### src/rtl/aes_word_loader.sv
// Word-serial loader/unloader around an iterative AES-128 core: gathers key and plaintext
// words, starts the core, watches for completion and streams the ciphertext back out.
`timescale 1ns / 1ps
module aes_word_loader #(
  parameter int unsigned WORD_W  = 32,
  parameter int unsigned BLOCK_W = 128,
  parameter int unsigned TIMEOUT = 64,
  parameter int unsigned CNT_W   = 16
) (
  input  logic               clk,
  input  logic               reset,
  input  logic               in_valid,
  output logic               in_ready,
  input  logic [WORD_W-1:0]  in_data,
  input  logic               key_hold,
  output logic               core_start,
  output logic [BLOCK_W-1:0] core_key,
  output logic [BLOCK_W-1:0] core_plaintext,
  input  logic               core_done,
  input  logic [BLOCK_W-1:0] core_cyphertext,
  output logic               out_valid,
  input  logic               out_ready,
  output logic [WORD_W-1:0]  out_data,
  output logic               out_last,
  output logic               timeout_err,
  output logic [CNT_W-1:0]   block_count
);

  localparam int unsigned NWORDS = BLOCK_W / WORD_W;
  localparam int unsigned IDX_W  = (NWORDS > 1) ? $clog2(NWORDS) : 1;
  localparam int unsigned WD_W   = $clog2(TIMEOUT);
  localparam logic [IDX_W-1:0] LAST_IDX = IDX_W'(NWORDS - 1);
  localparam logic [WD_W-1:0]  WD_LIMIT = WD_W'(TIMEOUT - 1);

  typedef enum logic [2:0] {
    StIdle,
    StLoadKey,
    StLoadPt,
    StStart,
    StWait,
    StSend
  } state_e;

  state_e                         state_q;
  logic [IDX_W-1:0]               word_cnt_q;
  logic                           key_loaded_q;
  logic [WD_W-1:0]                wd_cnt_q;
  logic [NWORDS-1:0][WORD_W-1:0]  key_q;
  logic [NWORDS-1:0][WORD_W-1:0]  pt_q;
  logic [NWORDS-1:0][WORD_W-1:0]  buf_q;
  logic                           in_xfer;
  logic                           out_xfer;
  logic [IDX_W-1:0]               word_pos;

  assign in_xfer  = in_valid & in_ready;
  assign out_xfer = out_valid & out_ready;
  // Word 0 is the most-significant word, i.e. the highest packed index.
  assign word_pos = LAST_IDX - word_cnt_q;

  assign core_key       = key_q;
  assign core_plaintext = pt_q;
  assign out_data       = buf_q[word_pos];
  assign out_last       = (state_q == StSend) && (word_cnt_q == LAST_IDX);

  always_ff @(posedge clk) begin
    if (reset) begin
      state_q      <= StIdle;
      word_cnt_q   <= '0;
      key_loaded_q <= 1'b0;
      wd_cnt_q     <= '0;
      key_q        <= '0;
      pt_q         <= '0;
      buf_q        <= '0;
      in_ready     <= 1'b0;
      core_start   <= 1'b0;
      out_valid    <= 1'b0;
      timeout_err  <= 1'b0;
      block_count  <= '0;
    end else begin
      core_start  <= 1'b0;
      timeout_err <= 1'b0;
      unique case (state_q)
        StIdle: begin
          in_ready <= 1'b1;
          state_q  <= (key_hold && key_loaded_q) ? StLoadPt : StLoadKey;
        end
        StLoadKey: begin
          if (in_xfer) begin
            key_q[word_pos] <= in_data;
            if (word_cnt_q == LAST_IDX) begin
              word_cnt_q   <= '0;
              key_loaded_q <= 1'b1;
              state_q      <= StLoadPt;
            end else begin
              word_cnt_q <= word_cnt_q + IDX_W'(1);
            end
          end
        end
        StLoadPt: begin
          if (in_xfer) begin
            pt_q[word_pos] <= in_data;
            if (word_cnt_q == LAST_IDX) begin
              word_cnt_q <= '0;
              in_ready   <= 1'b0;
              core_start <= 1'b1;
              wd_cnt_q   <= '0;
              state_q    <= StStart;
            end else begin
              word_cnt_q <= word_cnt_q + IDX_W'(1);
            end
          end
        end
        StStart: begin
          // The watchdog already counts the start cycle, so the abort pulse lands
          // exactly TIMEOUT cycles after core_start.
          wd_cnt_q <= wd_cnt_q + WD_W'(1);
          state_q  <= StWait;
        end
        StWait: begin
          if (core_done) begin
            buf_q      <= core_cyphertext;
            word_cnt_q <= '0;
            out_valid  <= 1'b1;
            state_q    <= StSend;
          end else if (wd_cnt_q == WD_LIMIT) begin
            timeout_err  <= 1'b1;
            key_loaded_q <= 1'b0;
            state_q      <= StIdle;
          end else begin
            wd_cnt_q <= wd_cnt_q + WD_W'(1);
          end
        end
        StSend: begin
          if (out_xfer) begin
            if (word_cnt_q == LAST_IDX) begin
              word_cnt_q  <= '0;
              out_valid   <= 1'b0;
              block_count <= block_count + CNT_W'(1);
              state_q     <= StIdle;
            end else begin
              word_cnt_q <= word_cnt_q + IDX_W'(1);
            end
          end
        end
        default: state_q <= StIdle;
      endcase
    end
  end

endmodule

### config.mk
export PLATFORM = sky130hd
export DESIGN_NAME = aes_word_loader
export DESIGN_NICKNAME = d
export VERILOG_FILES = /design/src/rtl/aes_word_loader.sv
export SDC_FILE = /design/constraint.sdc
export NUM_CORES = 1
export LEC_CHECK = 0
export CAP_MARGIN = 20
export CORE_MARGIN = 4
export CORE_UTILIZATION = 45
export CTS_BUF_LIST = sky130_fd_sc_hd__clkbuf_8 sky130_fd_sc_hd__clkbuf_16
export DETAILED_ROUTE_END_ITERATION = 8
export PLACE_DENSITY = 0.77
export SYNTH_ARGS = -nofsm -noshare
export SYNTH_HDL_FRONTEND = slang
export SYNTH_SLANG_ARGS = --single-unit
### constraint.sdc
create_clock -name clk -period 4.4 [get_ports clk]
set_input_delay 0.88 -clock clk [delete_from_list [all_inputs] [get_ports clk]]
set_output_delay 0.88 -clock clk [all_outputs]
set_load 0.1 [all_outputs]
# Yosys cells after proc, flatten, opt, wreduce, memory -nomap -nowiden
# Index checks and enable logic that the tools add are counted.
word_totals:
  reg_bits: 416
  word_cells: 112
op_classes:
  add_sub_neg: 4
  order_cmp: 2
  eq_ne: 19
  muxes: 39
  n_bitwise: 5
  reduce_logical: 22
ops:
  columns: ["operator", "count"]
  rows:
  - ["bitwise mux 128 bit", 2]
  - ["binary-select mux 32 bit (select 2 bit)", 1]
  - ["demux 32 bit (select 2 bit)", 1]
  - ["2-to-1 mux 32 bit", 2]
  - ["2-to-1 mux 3 bit", 8]
  - ["2-to-1 mux 6 bit", 4]
  - ["inequality test 2 bit, second input constant", 9]
  - ["one-hot mux 3 bit (6 select lines)", 1]
  - ["one-hot mux 6 bit (3 select lines)", 1]
  - ["adder 16 x 1 -> 16 bit, second input constant", 1]
  - ["2-to-1 mux 1 bit", 10]
  - ["2-to-1 mux 2 bit", 5]
  - ["AND reduction 5 bit", 2]
  - ["AND reduction 4 bit", 2]
  - ["AND reduction 7 bit", 1]
  - ["adder 6 x 1 -> 6 bit, second input constant", 1]
  - ["equality test 3 x 2 -> 1 bit, second input constant", 2]
  - ["equality test 3 bit, second input constant", 2]
  - ["equality test 6 bit, second input constant", 1]
  - ["one-hot mux 1 bit (2 select lines)", 3]
  - ["one-hot mux 2 bit (3 select lines)", 1]
  - ["AND reduction 2 bit", 3]
  - ["AND reduction 3 bit", 2]
  - ["nonzero test 2 bit", 3]
  - ["other kinds (15)", 23]

# Logic depth before layout (Yosys ltp)
# Gate-level depths: netlist of run 1.
depth:
  depth_word: 6
  mapped_depth: 9

# Worst setup path after synthesis of run 1
# No wires, ideal clock.
synth_path:
  path_kind: "reg-to-output"
  start: "reg word_cnt_q[0]"
  end: "out out_data[10]"
  arrival_ns: 1.799
  setup_slack_ns: 1.721
  path_stages_with_launch: 4
  path_buffers: 2
  path_cell_list: "dfxtp_1 clkbuf_1 buf_2 mux4_2"
synth_between:
  elab_chain_len: 3
synth_rtl:
  columns: ["element", "line", "rtl"]
  rows:
  - ["start: declaration", "45", "logic [IDX_W-1:0] word_cnt_q;"]
  - ["start signal: assignment", "95", "word_cnt_q <= word_cnt_q + IDX_W'(1);"]
  - ["start signal: assignment", "109", "word_cnt_q <= word_cnt_q + IDX_W'(1);"]
  - ["start signal: assignment", "141", "word_cnt_q <= word_cnt_q + IDX_W'(1);"]
  - ["subtractor 2 bit", "58", "assign word_pos = LAST_IDX - word_cnt_q;"]
  - ["binary-select mux 32 bit (select 2 bit)", "62", "assign out_data = buf_q[word_pos];"]
  - ["2-to-1 mux 32 bit (not written as such)", "62", null]
  - ["end: declaration", "23", "output logic [WORD_W-1:0] out_data,"]
# No other way between the ends. The select of a mux whose other input is x is not followed.

# Worst setup path after layout of run 1
layout_path:
  start: "reg word_cnt_q[0]"
  end: "out out_data[6]"
# Same word-level chain as after synthesis.

==> results of run 1 <==
==> stage by stage <==
step                       util  area [um2]  hold WS, ns  setup WS, ns
after floorplan               -       15700        0.433          1.72
after global placement    0.595       20500        0.439          1.13
after detailed placement  0.595       20500        0.445          1.01
after CTS                 0.636       21900        0.452         0.872
after global routing      0.636       21900        0.467         0.803
final                     0.636       21900        0.449         0.967
==> power by group <==
group	leakage, nW	internal (mW)	switching, mW	total [mW]
Clock	0.727	2.12	1.47	3.60
Sequential	3.35	3.78	0.0161	3.79
Combinational	3.17	0.176	0.247	0.423
Total	7.25	6.08	1.74	7.82
==> routing by layer <==
layer  vias up  global-route usage
met3       116              0.0640
li1       7147                   -
met4         0               0.103
met5         -                   0
met2       656               0.458
met1      6956               0.310
==> flip-flops by register name, summed over array words and instances (netlist names) <==
register        flops
block_count        16
state_q             3
in_ready            1
wd_cnt_q            6
timeout_err         1
word_cnt_q          2
core_start          1
buf_q             128
key_loaded_q        1
core_plaintext    128
out_valid           1
core_key          128
==> logic make-up after synthesis <==
kind of cell / Yosys count / share of synthesized area
AO/OA/AOI/OAI: 434 / 0.143
XOR/XNOR: 7 / 0.00391
adder cells (fa/ha/maj): 6 / 0.00479
buffers and inverters: 188 / 0.0487
flip-flops: 416 / 0.531
multiplexers: 32 / 0.0460
AND/OR/NAND/NOR: 872 / 0.223
==> critical path, cell delays in order, from the launching register on <==
cell	delay (ns)
dfxtp_2	0.85
buf_4	0.35
mux4_2	0.56
buf_4	0.25
==> worst max-delay path by stage <==
stage                                     end  cells past startpoint     startpoint
after floorplan                  out_data[10]                      3  word_cnt_q[0]
after global placement    core_plaintext[101]                      5       in_valid
after detailed placement  core_plaintext[104]                      5       in_valid
after CTS                         out_data[6]                      3  word_cnt_q[0]
after global routing              out_data[6]                      3  word_cnt_q[0]
final                             out_data[6]                      3  word_cnt_q[0]
==> cell usage in the layout (no fill, tap or decap), types with 4 or more instances in the layout <==
cell             count
nand2b_1             6
buf_4               59
and3_1              12
ha_1                 6
mux4_2              32
nand3_1             14
clkbuf_16           45
or3_1                5
clkdlybuf4s50_1    440
nand2_1            777
inv_6                4
o31ai_1              6
clkinv_2             5
or2_2                4
nor3_1               4
xor2_1               4
nand4_1              5
clkbuf_8             9
dfxtp_1            415
buf_12               5
or4_1                8
nor2_1              14
o21ai_0             10
nand3_2              4
inv_1               12
a21oi_1            401
==> cell type report <==
| cell class | instances | area (um2) | share of cell area |
|---|---|---|---|
| inverter | 5 | 18.8 | 0.000856 |
| clock buffer | 54 | 1250 | 0.0570 |
| tap | 455 | 569 | 0.0260 |
| clock inverter | 20 | 163 | 0.00742 |
| sequential | 416 | 8330 | 0.380 |
| multi-input combinational | 1351 | 6640 | 0.303 |
| timing repair buffer | 505 | 4960 | 0.226 |
==> results.json, run 1 <==
{
  "worstHoldStart": "buf_q[51]",
  "cts_buffer_depth": 3,
  "diodes": 0,
  "start_kind": "flop",
  "final_cells": 2806,
  "hp-class": "reg2reg",
  "max-vdd-ir-drop_mv": 0.334,
  "rsz0062_at_grt": "false",
  "portBuffers": 474,
  "critical_path_class": "reg2out",
  "cts-resized-gates": 0,
  "nNetsFinal": 2495,
  "dpl.cell_count": 2732,
  "leakage_nw": 7.25,
  "outcome": "finished clean",
  "top_layer_used": "met4",
  "ys_ff_latch": 416,
  "worstRegToRegCells": 5,
  "cp.required_ns": 3.52,
  "numCtsBuffers": 44,
  "synthToLayoutAreaGrowth_pct": 39.9,
  "grt_pass1_wl_um": 80500,
  "max_freq_ghz": 0.291,
  "critPathMaxFanout": 23,
  "met2WireLength_um": 25700,
  "synth_ff_type": "dfxtp_1",
  "synth_edf_count": 0,
  "synth.largest_area_cell": "dfxtp_1",
  "cts_hold_buf": 0,
  "clock-sinks": 416,
  "ys_warn_count": 0,
  "yosysSeqAreaShare": 0.531,
  "cts_max_level": 2,
  "maxCapViolCount": 0,
  "root_buffer": "clkbuf_16",
  "synthTopCellsByCount": "nand2_1, dfxtp_1, a21oi_1",
  "slew_violations": 0,
  "drive_gt1_frac": 0.0753,
  "grt_max_degree": 184,
  "drt_pass1_iterations": 5,
  "io_pins": 475,
  "gr-total-overflow": 0,
  "die_h_um": 195,
  "cts_tree": "done",
  "dp_hpwl_um": 37300,
  "wl_met3_um": 4890,
  "num-fill-cells": 2909,
  "yosysMostFrequentCell": "nand2_1",
  "r2r_start": "word_cnt_q[0]",
  "setup_viol": 0,
  "detail-route-antenna-nets": 0,
  "synthCells": 1955,
  "clkLatencyLatePin_ns": 0.53,
  "core_um2": 34500,
  "netlist_area_um2": 15700,
  "start_util": 0.455,
  "p_per_area_nw_per_um2": 356,
  "synth_cell_types": 48,
  "gp_congestion": 0.843,
  "clock_skew_ns": 0.00916,
  "tightest_slew_ns": 1.21,
  "num_vias": 14875,
  "dieWidth_um": 195,
  "finalCritPeriodShare": 0.780,
  "drtIter0Drc": 937,
  "drcViolationCount": 0,
  "tns_ns": 0,
  "track_usage": 0.261,
  "dieArea_um2": 37900,
  "drt_wl_total_um": 52600,
  "post_cts_buffers": 0,
  "whs_endpoint": "buf_q[51]",
  "antenna_found_initial": 0,
  "synth_nets": 2127,
  "hold_path_depth": 2,
  "synthTopCellsByArea": "dfxtp_1, nand2_1, a21oi_1",
  "wl_per_cell_um": 18.7,
  "cp_data_arrival_time_ns": 2.55,
  "grt_pass1_vias": 14183,
  "vias_per_cell": 5.30,
  "fin_crit_ns": 3.43,
  "max_slew_margin": 0.192,
  "setup.worst_path.end_class": "primary output",
  "cts.clk_slew.worst_paths_ns": 0.06,
  "synthArstFlopShare": 0,
  "hold_viol_final": 0,
  "syn_area_per_cell_um2": 8.02,
  "wl_met1_um": 19600,
  "synth.top_cell.area_share": 0.531,
  "r2r_end": "block_count[13]",
  "total_power_mw": 7.82,
  "r2r_slack_ns": 1.45,
  "row_count": 68
}
(Power assumes the default switching activity.)
==> run 2: changes to the inputs <==
==> constraint.sdc (replaced) <==
create_clock -name clk -period 3.2 [get_ports clk]
set_input_delay 0.64 -clock clk [delete_from_list [all_inputs] [get_ports clk]]
set_output_delay 0.64 -clock clk [all_outputs]
set_load 0.1 [all_outputs]
==> results.json, run 2 (synthesis results as in run 1) <==
{
  "outcome": "finished clean",
  "rsz0062_at_grt": "false",
  "max-vdd-ir-drop_mv": 0.393,
  "wl_per_cell_um": 18.4,
  "start_kind": "flop",
  "finalCritPeriodShare": 0.855,
  "final_common_cell": "nand2_1",
  "grt_pass1_vias": 14435,
  "leakage_nw": 8.00,
  "drive_gt1_frac": 0.193,
  "drcViolationCount": 0,
  "multiInputGateArea_um2": 6640,
  "cp.required_ns": 2.56,
  "hp-class": "reg2reg",
  "vias_per_cell": 5.26,
  "register_area_um2": 8330,
  "clkLatencyLatePin_ns": 0.54,
  "maxCapViolCount": 0,
  "hold_viol_final": 0,
  "critPathMaxFanout": 33,
  "gr-total-overflow": 0,
  "num-fill-cells": 2869,
  "finalWorstSetupSlack_ns": 0.465,
  "grt_max_degree": 141,
  "layout_common_cells": "nand2_1, dfxtp_1, a21oi_1",
  "io_pins": 475,
  "detail-route-antenna-nets": 0,
  "cts_buffer_depth": 3,
  "clock-sinks": 416,
  "power_frac_clock": 0.471,
  "cts_hold_buf": 0,
  "cts-resized-gates": 0,
  "dieArea_um2": 37900,
  "drtIter0Drc": 1035,
  "p_switching_mw": 2.42,
  "core_um2": 34500,
  "setup_viol": 0,
  "cts.clk_slew.worst_paths_ns": 0.06,
  "setup.worst_path.end_class": "primary output",
  "clock_skew_ns": 0.0112,
  "root_buffer": "clkbuf_16",
  "p_int_mw": 8.53,
  "pre_cts_ws_ns": 0.582,
  "post_cts_buffers": 0,
  "numCtsBuffers": 43,
  "row_count": 68,
  "p_seq_frac": 0.476,
  "dieWidth_um": 195,
  "die_h_um": 195,
  "tightest_slew_ns": 0.924,
  "drt_pass1_iterations": 5,
  "drt_wl_total_um": 52000,
  "p_per_area_nw_per_um2": 502,
  "max_slew_margin": 0.384,
  "fin_crit_ns": 2.74,
  "grt_pass1_wl_um": 80100,
  "start_util": 0.455,
  "cts_tree": "done",
  "max_freq_ghz": 0.366,
  "cp_data_arrival_time_ns": 2.10,
  "gp_congestion": 0.850,
  "nNetsFinal": 2497,
  "slew_violations": 0,
  "comb_power_share": 0.053,
  "switching_share": 0.221,
  "num_vias": 14836,
  "cts_max_level": 2,
  "critical_path_class": "reg2out",
  "antenna_found_initial": 4,
  "dp_hpwl_um": 36200,
  "synthToLayoutAreaGrowth_pct": 39.2,
  "portBuffers": 474,
  "track_usage": 0.261,
  "tns_ns": 0
}
-- run 2: routing by layer --
layer	share of wire	vias to the layer above	track usage	wire, um
met1	0.37	6873	0.305	19300
met4	0.051	0	0.116	2660
met5	0	-	0	0
met3	0.10	140	0.0803	5280
met2	0.48	656	0.442	24800
li1	-	7167	-	-
-- run 2: worst max-delay path, stage by stage, from the launching register on --
cell	delay (ns)
dfxtp_2	0.38
buf_12	0.28
ha_1	0.26
buf_4	0.18
and3_1	0.25
buf_12	0.20
-- run 2: through the flow --
step | std cells | power [mW] | hold slack [ns] | area (um2) | util
after floorplan | 1955 | 5.61 | 0.433 | 15700 | -
after global placement | 2735 | 5.91 | 0.439 | 20300 | 0.589
after detailed placement | 2735 | 5.91 | 0.443 | 20300 | 0.589
after CTS | 2815 | 11.0 | 0.451 | 21800 | 0.633
after global routing | 2819 | 11.3 | 0.467 | 21800 | 0.633
final | 2819 | 10.9 | 0.450 | 21800 | 0.633
-- run 2: path summary, 6_finish.rpt --
| check | start | end | slack, ns | cells past startpoint |
|---|---|---|---|---|
| max | word_cnt_q[0] | out_last | 0.46 | 5 |
| min | buf_q[32] | buf_q[32] | 0.45 | 2 |
| max reg2reg | state_q[1] | wd_cnt_q[3] | 0.74 | 4 |
| min reg2reg | buf_q[32] | buf_q[32] | 0.45 | 2 |
-- run 2: area by class of cell --
| type | instances | share of cell area |
|---|---|---|
| sequential | 416 | 0.382 |
| multi-input combinational | 1351 | 0.304 |
| timing repair buffer | 508 | 0.218 |
| clock buffer | 56 | 0.0575 |
| tap | 455 | 0.0261 |
| clock inverter | 24 | 0.0112 |
| inverter | 5 | 0.000860 |
| antenna | 4 | 0.000459 |
-- run 2: power groups by stage --
| stage | sequential, mW | combinational, mW | clock [mW] |
|---|---|---|---|
| global route | 5.21 | 0.615 | 5.45 |
| floorplan | 5.42 | 0.189 | 0 |
| finish | 5.21 | 0.586 | 5.15 |
| global placement | 5.32 | 0.583 | 0 |
| detailed placement | 5.32 | 0.582 | 0 |
| CTS | 5.21 | 0.585 | 5.25 |
